--- config.mk ---
export PLATFORM = sky130hd
export DESIGN_NAME = send_c2_arbiter
export DESIGN_NICKNAME = d
export VERILOG_FILES = /design/src/rtl/send_c2_arbiter.sv
export SDC_FILE = /design/constraint.sdc
export NUM_CORES = 1
export LEC_CHECK = 0
export CORE_UTILIZATION = 46
export DETAILED_ROUTE_END_ITERATION = 7
export GPL_TIMING_DRIVEN = 0
export PLACE_DENSITY = 0.85
export REMOVE_ABC_BUFFERS = 1
export SYNTH_ARGS = -nofsm -noshare
export SYNTH_HDL_FRONTEND = slang
export SYNTH_SLANG_ARGS = --single-unit
--- constraint.sdc ---
create_clock -name clk -period 4.5 [get_ports clk]
set_clock_uncertainty 0.15 [all_clocks]
set_input_delay 1.125 -clock clk [delete_from_list [all_inputs] [get_ports clk]]
set_output_delay 1.125 -clock clk [all_outputs]
set_load 0.02 [all_outputs]
--- src/rtl/send_c2_arbiter.sv ---
// C2 transmit arbiter: merges C1 and P packet streams onto one output link
// with round-robin grant, a single-packet output register and per-source counters.
module send_c2_arbiter #(
    parameter int WIDTH     = 16,
    parameter int CNT_WIDTH = 8
) (
    input  logic                 clk,
    input  logic                 rst_n,
    input  logic                 c1_req_valid,
    output logic                 c1_req_ready,
    input  logic [WIDTH-1:0]     c1_data,
    input  logic                 c1_data_valid,
    output logic                 c1_data_ready,
    input  logic                 p_req_valid,
    output logic                 p_req_ready,
    input  logic [WIDTH-1:0]     p_data,
    input  logic                 p_data_valid,
    output logic                 p_data_ready,
    output logic [WIDTH-1:0]     c2_out_data,
    output logic                 c2_out_valid,
    input  logic                 c2_out_ready,
    output logic                 c2_out_src,
    output logic [CNT_WIDTH-1:0] c1_pkt_cnt,
    output logic [CNT_WIDTH-1:0] p_pkt_cnt
);

    localparam logic SRC_C1 = 1'b0;
    localparam logic SRC_P  = 1'b1;

    typedef enum logic [1:0] {
        IDLE   = 2'd0,
        GET_C1 = 2'd1,
        GET_P  = 2'd2,
        SEND   = 2'd3
    } state_t;

    state_t               state_reg, state_next;
    logic                 last_served_reg, last_served_next;
    logic [WIDTH-1:0]     out_data_reg, out_data_next;
    logic                 out_src_reg, out_src_next;
    logic                 out_valid_reg, out_valid_next;
    logic [CNT_WIDTH-1:0] cnt_reg [2];

    // Per-source views, index 0 = C1, index 1 = P
    logic [1:0]           req_valid;
    logic [1:0]           data_valid;
    logic [1:0]           req_ready_int;
    logic [1:0]           data_ready_int;
    logic                 grant_valid;
    logic                 grant_src;
    logic                 data_fire;
    logic                 fire_src;
    logic [WIDTH-1:0]     fire_data;

    assign req_valid  = {p_req_valid, c1_req_valid};
    assign data_valid = {p_data_valid, c1_data_valid};

    // Round-robin: on a tie, serve whichever source did not go last
    always_comb begin
        grant_valid = |req_valid;
        grant_src   = SRC_C1;
        case (req_valid)
            2'b01:   grant_src = SRC_C1;
            2'b10:   grant_src = SRC_P;
            2'b11:   grant_src = ~last_served_reg;
            default: grant_src = SRC_C1;
        endcase
    end

    always_comb begin
        state_next     = state_reg;
        req_ready_int  = 2'b00;
        data_ready_int = 2'b00;
        data_fire      = 1'b0;
        fire_src       = SRC_C1;
        case (state_reg)
            IDLE: begin
                if (grant_valid) begin
                    req_ready_int[grant_src] = 1'b1;
                    state_next = (grant_src == SRC_P) ? GET_P : GET_C1;
                end
            end
            GET_C1: begin
                data_ready_int[0] = 1'b1;
                if (data_valid[0]) begin
                    data_fire  = 1'b1;
                    fire_src   = SRC_C1;
                    state_next = SEND;
                end
            end
            GET_P: begin
                data_ready_int[1] = 1'b1;
                if (data_valid[1]) begin
                    data_fire  = 1'b1;
                    fire_src   = SRC_P;
                    state_next = SEND;
                end
            end
            SEND: begin
                if (c2_out_ready) begin
                    state_next = IDLE;
                end
            end
            default: state_next = IDLE;
        endcase
    end

    assign fire_data = (fire_src == SRC_P) ? p_data : c1_data;

    always_comb begin
        out_data_next    = out_data_reg;
        out_src_next     = out_src_reg;
        out_valid_next   = out_valid_reg;
        last_served_next = last_served_reg;
        if (data_fire) begin
            out_data_next    = fire_data;
            out_src_next     = fire_src;
            out_valid_next   = 1'b1;
            last_served_next = fire_src;
        end else if (state_reg == SEND && c2_out_ready) begin
            out_valid_next = 1'b0;
        end
    end

    always_ff @(posedge clk or negedge rst_n) begin
        if (!rst_n) begin
            state_reg       <= IDLE;
            last_served_reg <= SRC_P;
            out_data_reg    <= '0;
            out_src_reg     <= 1'b0;
            out_valid_reg   <= 1'b0;
        end else begin
            state_reg       <= state_next;
            last_served_reg <= last_served_next;
            out_data_reg    <= out_data_next;
            out_src_reg     <= out_src_next;
            out_valid_reg   <= out_valid_next;
        end
    end

    // Counters wrap naturally at 2^CNT_WIDTH
    generate
        for (genvar gi = 0; gi < 2; gi++) begin : g_cnt
            always_ff @(posedge clk or negedge rst_n) begin
                if (!rst_n) begin
                    cnt_reg[gi] <= '0;
                end else if (data_fire && fire_src == 1'(gi)) begin
                    cnt_reg[gi] <= cnt_reg[gi] + CNT_WIDTH'(1);
                end
            end
        end
    endgenerate

    // Readies are forced low while reset is held, even if requests are pending
    assign c1_req_ready  = req_ready_int[0]  & rst_n;
    assign p_req_ready   = req_ready_int[1]  & rst_n;
    assign c1_data_ready = data_ready_int[0] & rst_n;
    assign p_data_ready  = data_ready_int[1] & rst_n;

    assign c2_out_data  = out_data_reg;
    assign c2_out_src   = out_src_reg;
    assign c2_out_valid = out_valid_reg;
    assign c1_pkt_cnt   = cnt_reg[0];
    assign p_pkt_cnt    = cnt_reg[1];

endmodule

### Word level (Yosys, flattened, before mapping)

Cells that the tools add are included.

| cells by class | value |
|---|---|
| add/subtract/negate cells | 2 |
| $lt $le $gt $ge | 2 |
| equal/unequal tests | 9 |
| muxes and demuxes | 20 |
| bitwise gates (word level) | 6 |
| reduce and logical (&&, ||, !) cells | 8 |

Operator list:

| kind | number |
|---|---|
| $add 8x1->8 const B | 2 |
| $mux 16 | 1 |
| $mux 2 | 7 |
| $eq 2x2->1 const B | 4 |
| $mux 1 | 8 |
| $ne 2x2->1 const B | 4 |
| $pmux 2 s4 | 1 |
| $and 1x1->1 | 4 |
| $logic_and 1x1->1 | 4 |
| $pmux 1 s2 | 2 |
| $reduce_and 4->1 | 1 |
| $eq 2x1->1 const B | 1 |
| $logic_not 2->1 | 1 |
| $lt 1x2->1 const B | 1 |
| $not 1->1 | 2 |
| $reduce_bool 2->1 | 1 |
| $reduce_or 2->1 | 1 |
| $demux 1 s1 | 1 |
| $ge 1x1->1 const B | 1 |

| word-level totals | value |
|---|---|
| flip-flop bits (word level) | 37 |
| input bits | 39 |
| output and inout bits | 38 |
| word-level logic and storage cells | 54 |

### Longest topological paths before layout

| depth | value |
|---|---|
| word-level depth | 9 |
| depth in mapped cells | 7 |
| mapped depth without buffers | 5 |

### Worst setup path after synthesis

Ideal clock, no wire load.

| timing path | value |
|---|---|
| path type | input port to output port |
| from | in p_req_valid |
| to | out p_req_ready |
| arrival time | 1.659 ns |
| required time | 3.225 ns |
| slack | 1.566 ns |
| stages on the path | 2 |
| buffers on the path | 0 |
| cells stage by stage | a21boi_0 > and3_1 |

| between the ends | value |
|---|---|
| word-level cells in the longest chain between the ends | 9 |
| elaborated cells between the ends (all ways) | 12 |
| classes of those cells | order compare (2); eq/ne (2); mux (5); bitwise (1); reduce/logical (2) |

RTL lines:

| element | RTL line | RTL |
|---|---|---|
| start, declared | 14 | `input logic p_req_valid,` |
| $eq 2x2->1 | 62 | `case (req_valid)` |
| $pmux 1 s2 | 62 |  |
| $lt 1x2->1 (implied by the code) / $ge 1x1->1 (equally long branches) | 79 | `req_ready_int[grant_src] = 1'b1;` |
| $logic_and 1x1->1 (implied by the code) | 79 |  |
| $mux 1 (implied by the code) | 79 |  |
| $demux 1 s1 | 79 |  |
| $mux 2 (*) | 78 | `if (grant_valid) begin` |
| $mux 2 (*) | 76 | `case (state_reg)` |
| $and 1x1->1 (*) | 156 | `assign p_req_ready = req_ready_int[1] & rst_n;` |
| end, declared | 15 | `output logic p_req_ready,` |

Every way passes the cells marked *; elsewhere a longest branch is shown, timed or not.

### Worst setup path in the final report

Ends and elaborated chain as after synthesis.

==> impl_metrics.yaml <==
worst_setup_path:
  worst_setup_path_startpoint: "p_req_valid"
  reg2reg_to: "c2_out_data[14]$_DFFE_PN0P_"
  critical-path-top-cell-by-count: "clkdlybuf4s50_1"
  critPathRequiredTime_ps: 3220
  slowest_delay_ps: 610
  worstSetupEndpoint: "p_req_ready"
  timing.critical_path.fanout_max: 3
  r2r_depth: 5
  cp-end-kind: "output pin"
  worst-r2r-setup-slack_ps: 2360
  r2r_start: "state_reg[0]$_DFFE_PN0P_"
  crit_path_top_delay_cell: "clkdlybuf4s50_1"
  worst-setup-path-type: "in2out"
  worstSetupStartpointType: "input port"
  worst_path_arrival_time_ps: 2780
  cell_by_cell_trace_of_the_critical_path: "clkdlybuf4s50_1 > a21boi_0 > and3_1 > clkdlybuf4s50_1"
grt:
  global_route.usage.total: 0.192
  first_global_vias: 1300
  largest_net_degree_at_the_start_of_global_routing: 42
  antenna_found_initial: 0
  overflow: 0
  grt_pass1_wl_um: 6130
final_layout:
  num_antenna_cells: 0
  nNetsFinal: 277
  drive_gt1_frac: 0.211
  area.growth.synth_to_final_pct: 45.2
  final-instance-count-excl-fill: 280
  largest_register_ffs: 16
  mostFrequentLayoutCell: "clkdlybuf4s50_1"
  layout.cells.most_common_list: "clkdlybuf4s50_1 (75), dfrtp_1 (36), mux2_2 (34)"
  fin_util: 0.723
timing:
  maxSlewViolCount: 0
  slew_headroom: 0.447
  fin_hold_ws_ps: 323
  finalCriticalPeriod_ps: 4060
  post-route-period-util: 0.902
  grt_setup_unrepaired: "no"
  timing.fmax_ghz: 0.246
  timing_hold_violations_final: 0
  tightest_slew_ps: 830
  number_of_setup_violations_in_the_final_report: 0
power_and_ir_drop:
  maximum_vdd_ir_drop_uv: 354
  p_total_mw: 1.68
  p_leak_nw: 1.22
  power_density_nw_per_um2: 613
die:
  coreArea_um2: 3800
  std_cell_rows: 22
  floorplan.die_area_um2: 4370
  ios: 77
  floorplan.initialDensity: 0.498
  die_h_um: 66.1
  die_w_um: 66.1
clock_tree:
  cts_max_path_buffers: 2
  clock_sink_count: 37
  ctsRootBufferMaster: "clkbuf_8"
  clkSlewWorstSetupHoldPaths_ps: 70
  post-cts-setup-buffer-count: 0
  cts.htree.levels: 2
  clock_latency_reported_for_the_late_side_of_the_worst_skew_pair_ps: 280
  tritoncts.num_buffers: 5
  cts_hold_buffers: 0
  cts-resized-gates: 0
  cts_tree: "yes"
synth:
  dominantRegCellSynth: "dfrtp_1"
  syn-mean-instance-area_um2: 12.4
  sequential_cell_area_fraction_in_the_yosys_report: 0.490
  ys_top_cells_by_area: "dfrtp_1 (48%), mux2_2 (20%), xor2_1 (5.6%)"
  synth_cells: 152
  postSynth.asyncResetShare: 1.00
  synth-edff-count: 0
  synth_cell_types: 30
  synthDominantAreaCellType: "dfrtp_1"
  synth_largest_type_area_fraction: 0.476
  syn_area_um2: 1890
  yosys_warnings: 0
  synth.ff_latch_count: 37
placement:
  portBuffers: 76
  hpwl_um: 3030
  place_inst: 272
  routabilityCongestion: 0.779
route:
  detailroute.via_count: 1409
  drc: 0
  routed_wl_um: 4030
  drt_first_pass_iters: 4
  first_iter_violations: 41
  post_drt_via_cell_ratio: 5.03
  antenna_violating_nets_post_route: 0
  avgRoutedWirePerCell_um: 14.4
flow_run:
  max_cap_viol_count: 0
status:
  status: "completed"
min_path:
  hp-class: "reg2reg"
## cell type report
class,instances,area [um^2]
Clock buffer,7,76.3
Clock inverter,1,5.00
Tap cell,48,60.1
Multi-Input combinational cell,108,911
Timing Repair Buffer,76,756
Fill cell,297,1050
Inverter,3,11.3
Sequential cell,37,927
## logic make-up (layout without fill, tap and decap cells)
| family | after synthesis | after routing | synth area share |
|---|---|---|---|
| flip-flops | 37 | 37 | 0.490 |
| XOR/XNOR | 14 | 14 | 0.0648 |
| AND/OR/NAND/NOR | 46 | 46 | 0.132 |
| buffers and inverters | 7 | 87 | 0.0284 |
| multiplexers | 37 | 37 | 0.221 |
| AO/OA/AOI/OAI | 4 | 4 | 0.0179 |
| adder cells (fa/ha/maj) | 7 | 7 | 0.0463 |
## stage by stage
stage                     setup TNS [ps]  setup slack, ps  instance area, um^2
after floorplan                        0             1570                 1850
after global placement             -2210             -607                 2670
after detailed placement               0              444                 2670
after CTS                              0              447                 2750
after global routing                   0              350                 2750
final                                  0              441                 2750
## power by group
| part | total, mW | internal, mW | switching [mW] |
|---|---|---|---|
| registers | 0.566 | 0.471 | 0.0947 |
| clock network | 0.216 | 0.108 | 0.107 |
| logic | 0.901 | 0.473 | 0.428 |
## worst max-delay path, delay by kind of cell
kind	cells	cell delay [ps]
AND/OR/NAND/NOR	1	200
buffers and inverters	2	1110
AO/OA/AOI/OAI	1	350
## worst min-delay path by stage
stage / startpoint / endpoint / slack [ps] / cells past startpoint
after floorplan: last_served_reg$_DFFE_PN1P_ / last_served_reg$_DFFE_PN1P_ / 290 / 2
after global placement: p_pkt_cnt[7]$_DFFE_PN0P_ / p_pkt_cnt[7]$_DFFE_PN0P_ / 310 / 1
after detailed placement: p_pkt_cnt[7]$_DFFE_PN0P_ / p_pkt_cnt[7]$_DFFE_PN0P_ / 310 / 1
after CTS: p_pkt_cnt[7]$_DFFE_PN0P_ / p_pkt_cnt[7]$_DFFE_PN0P_ / 320 / 1
after global routing: p_pkt_cnt[7]$_DFFE_PN0P_ / p_pkt_cnt[7]$_DFFE_PN0P_ / 350 / 1
final: p_pkt_cnt[7]$_DFFE_PN0P_ / p_pkt_cnt[7]$_DFFE_PN0P_ / 320 / 1
## layer usage
layer / track usage / share of wire
met5: 0 / 0
met4: 0.0931 / 0.014
met3: 0.0448 / 0.067
met2: 0.321 / 0.50
met1: 0.232 / 0.42
## synth_stat cells, drive strengths merged (2+ instances only)
cell type and count:
dfrtp 36, nand2 14, and2 4, xnor2 2, mux2 35, nor2 5, ha 7, nand3 6
buf 4, inv 3, nor3 4, xor2 12, nor3b 2, mux2i 2, nor2b 2, nand4 3
a21oi 2, nor4 4
No activity file was read; power rests on OpenSTA's default activity.
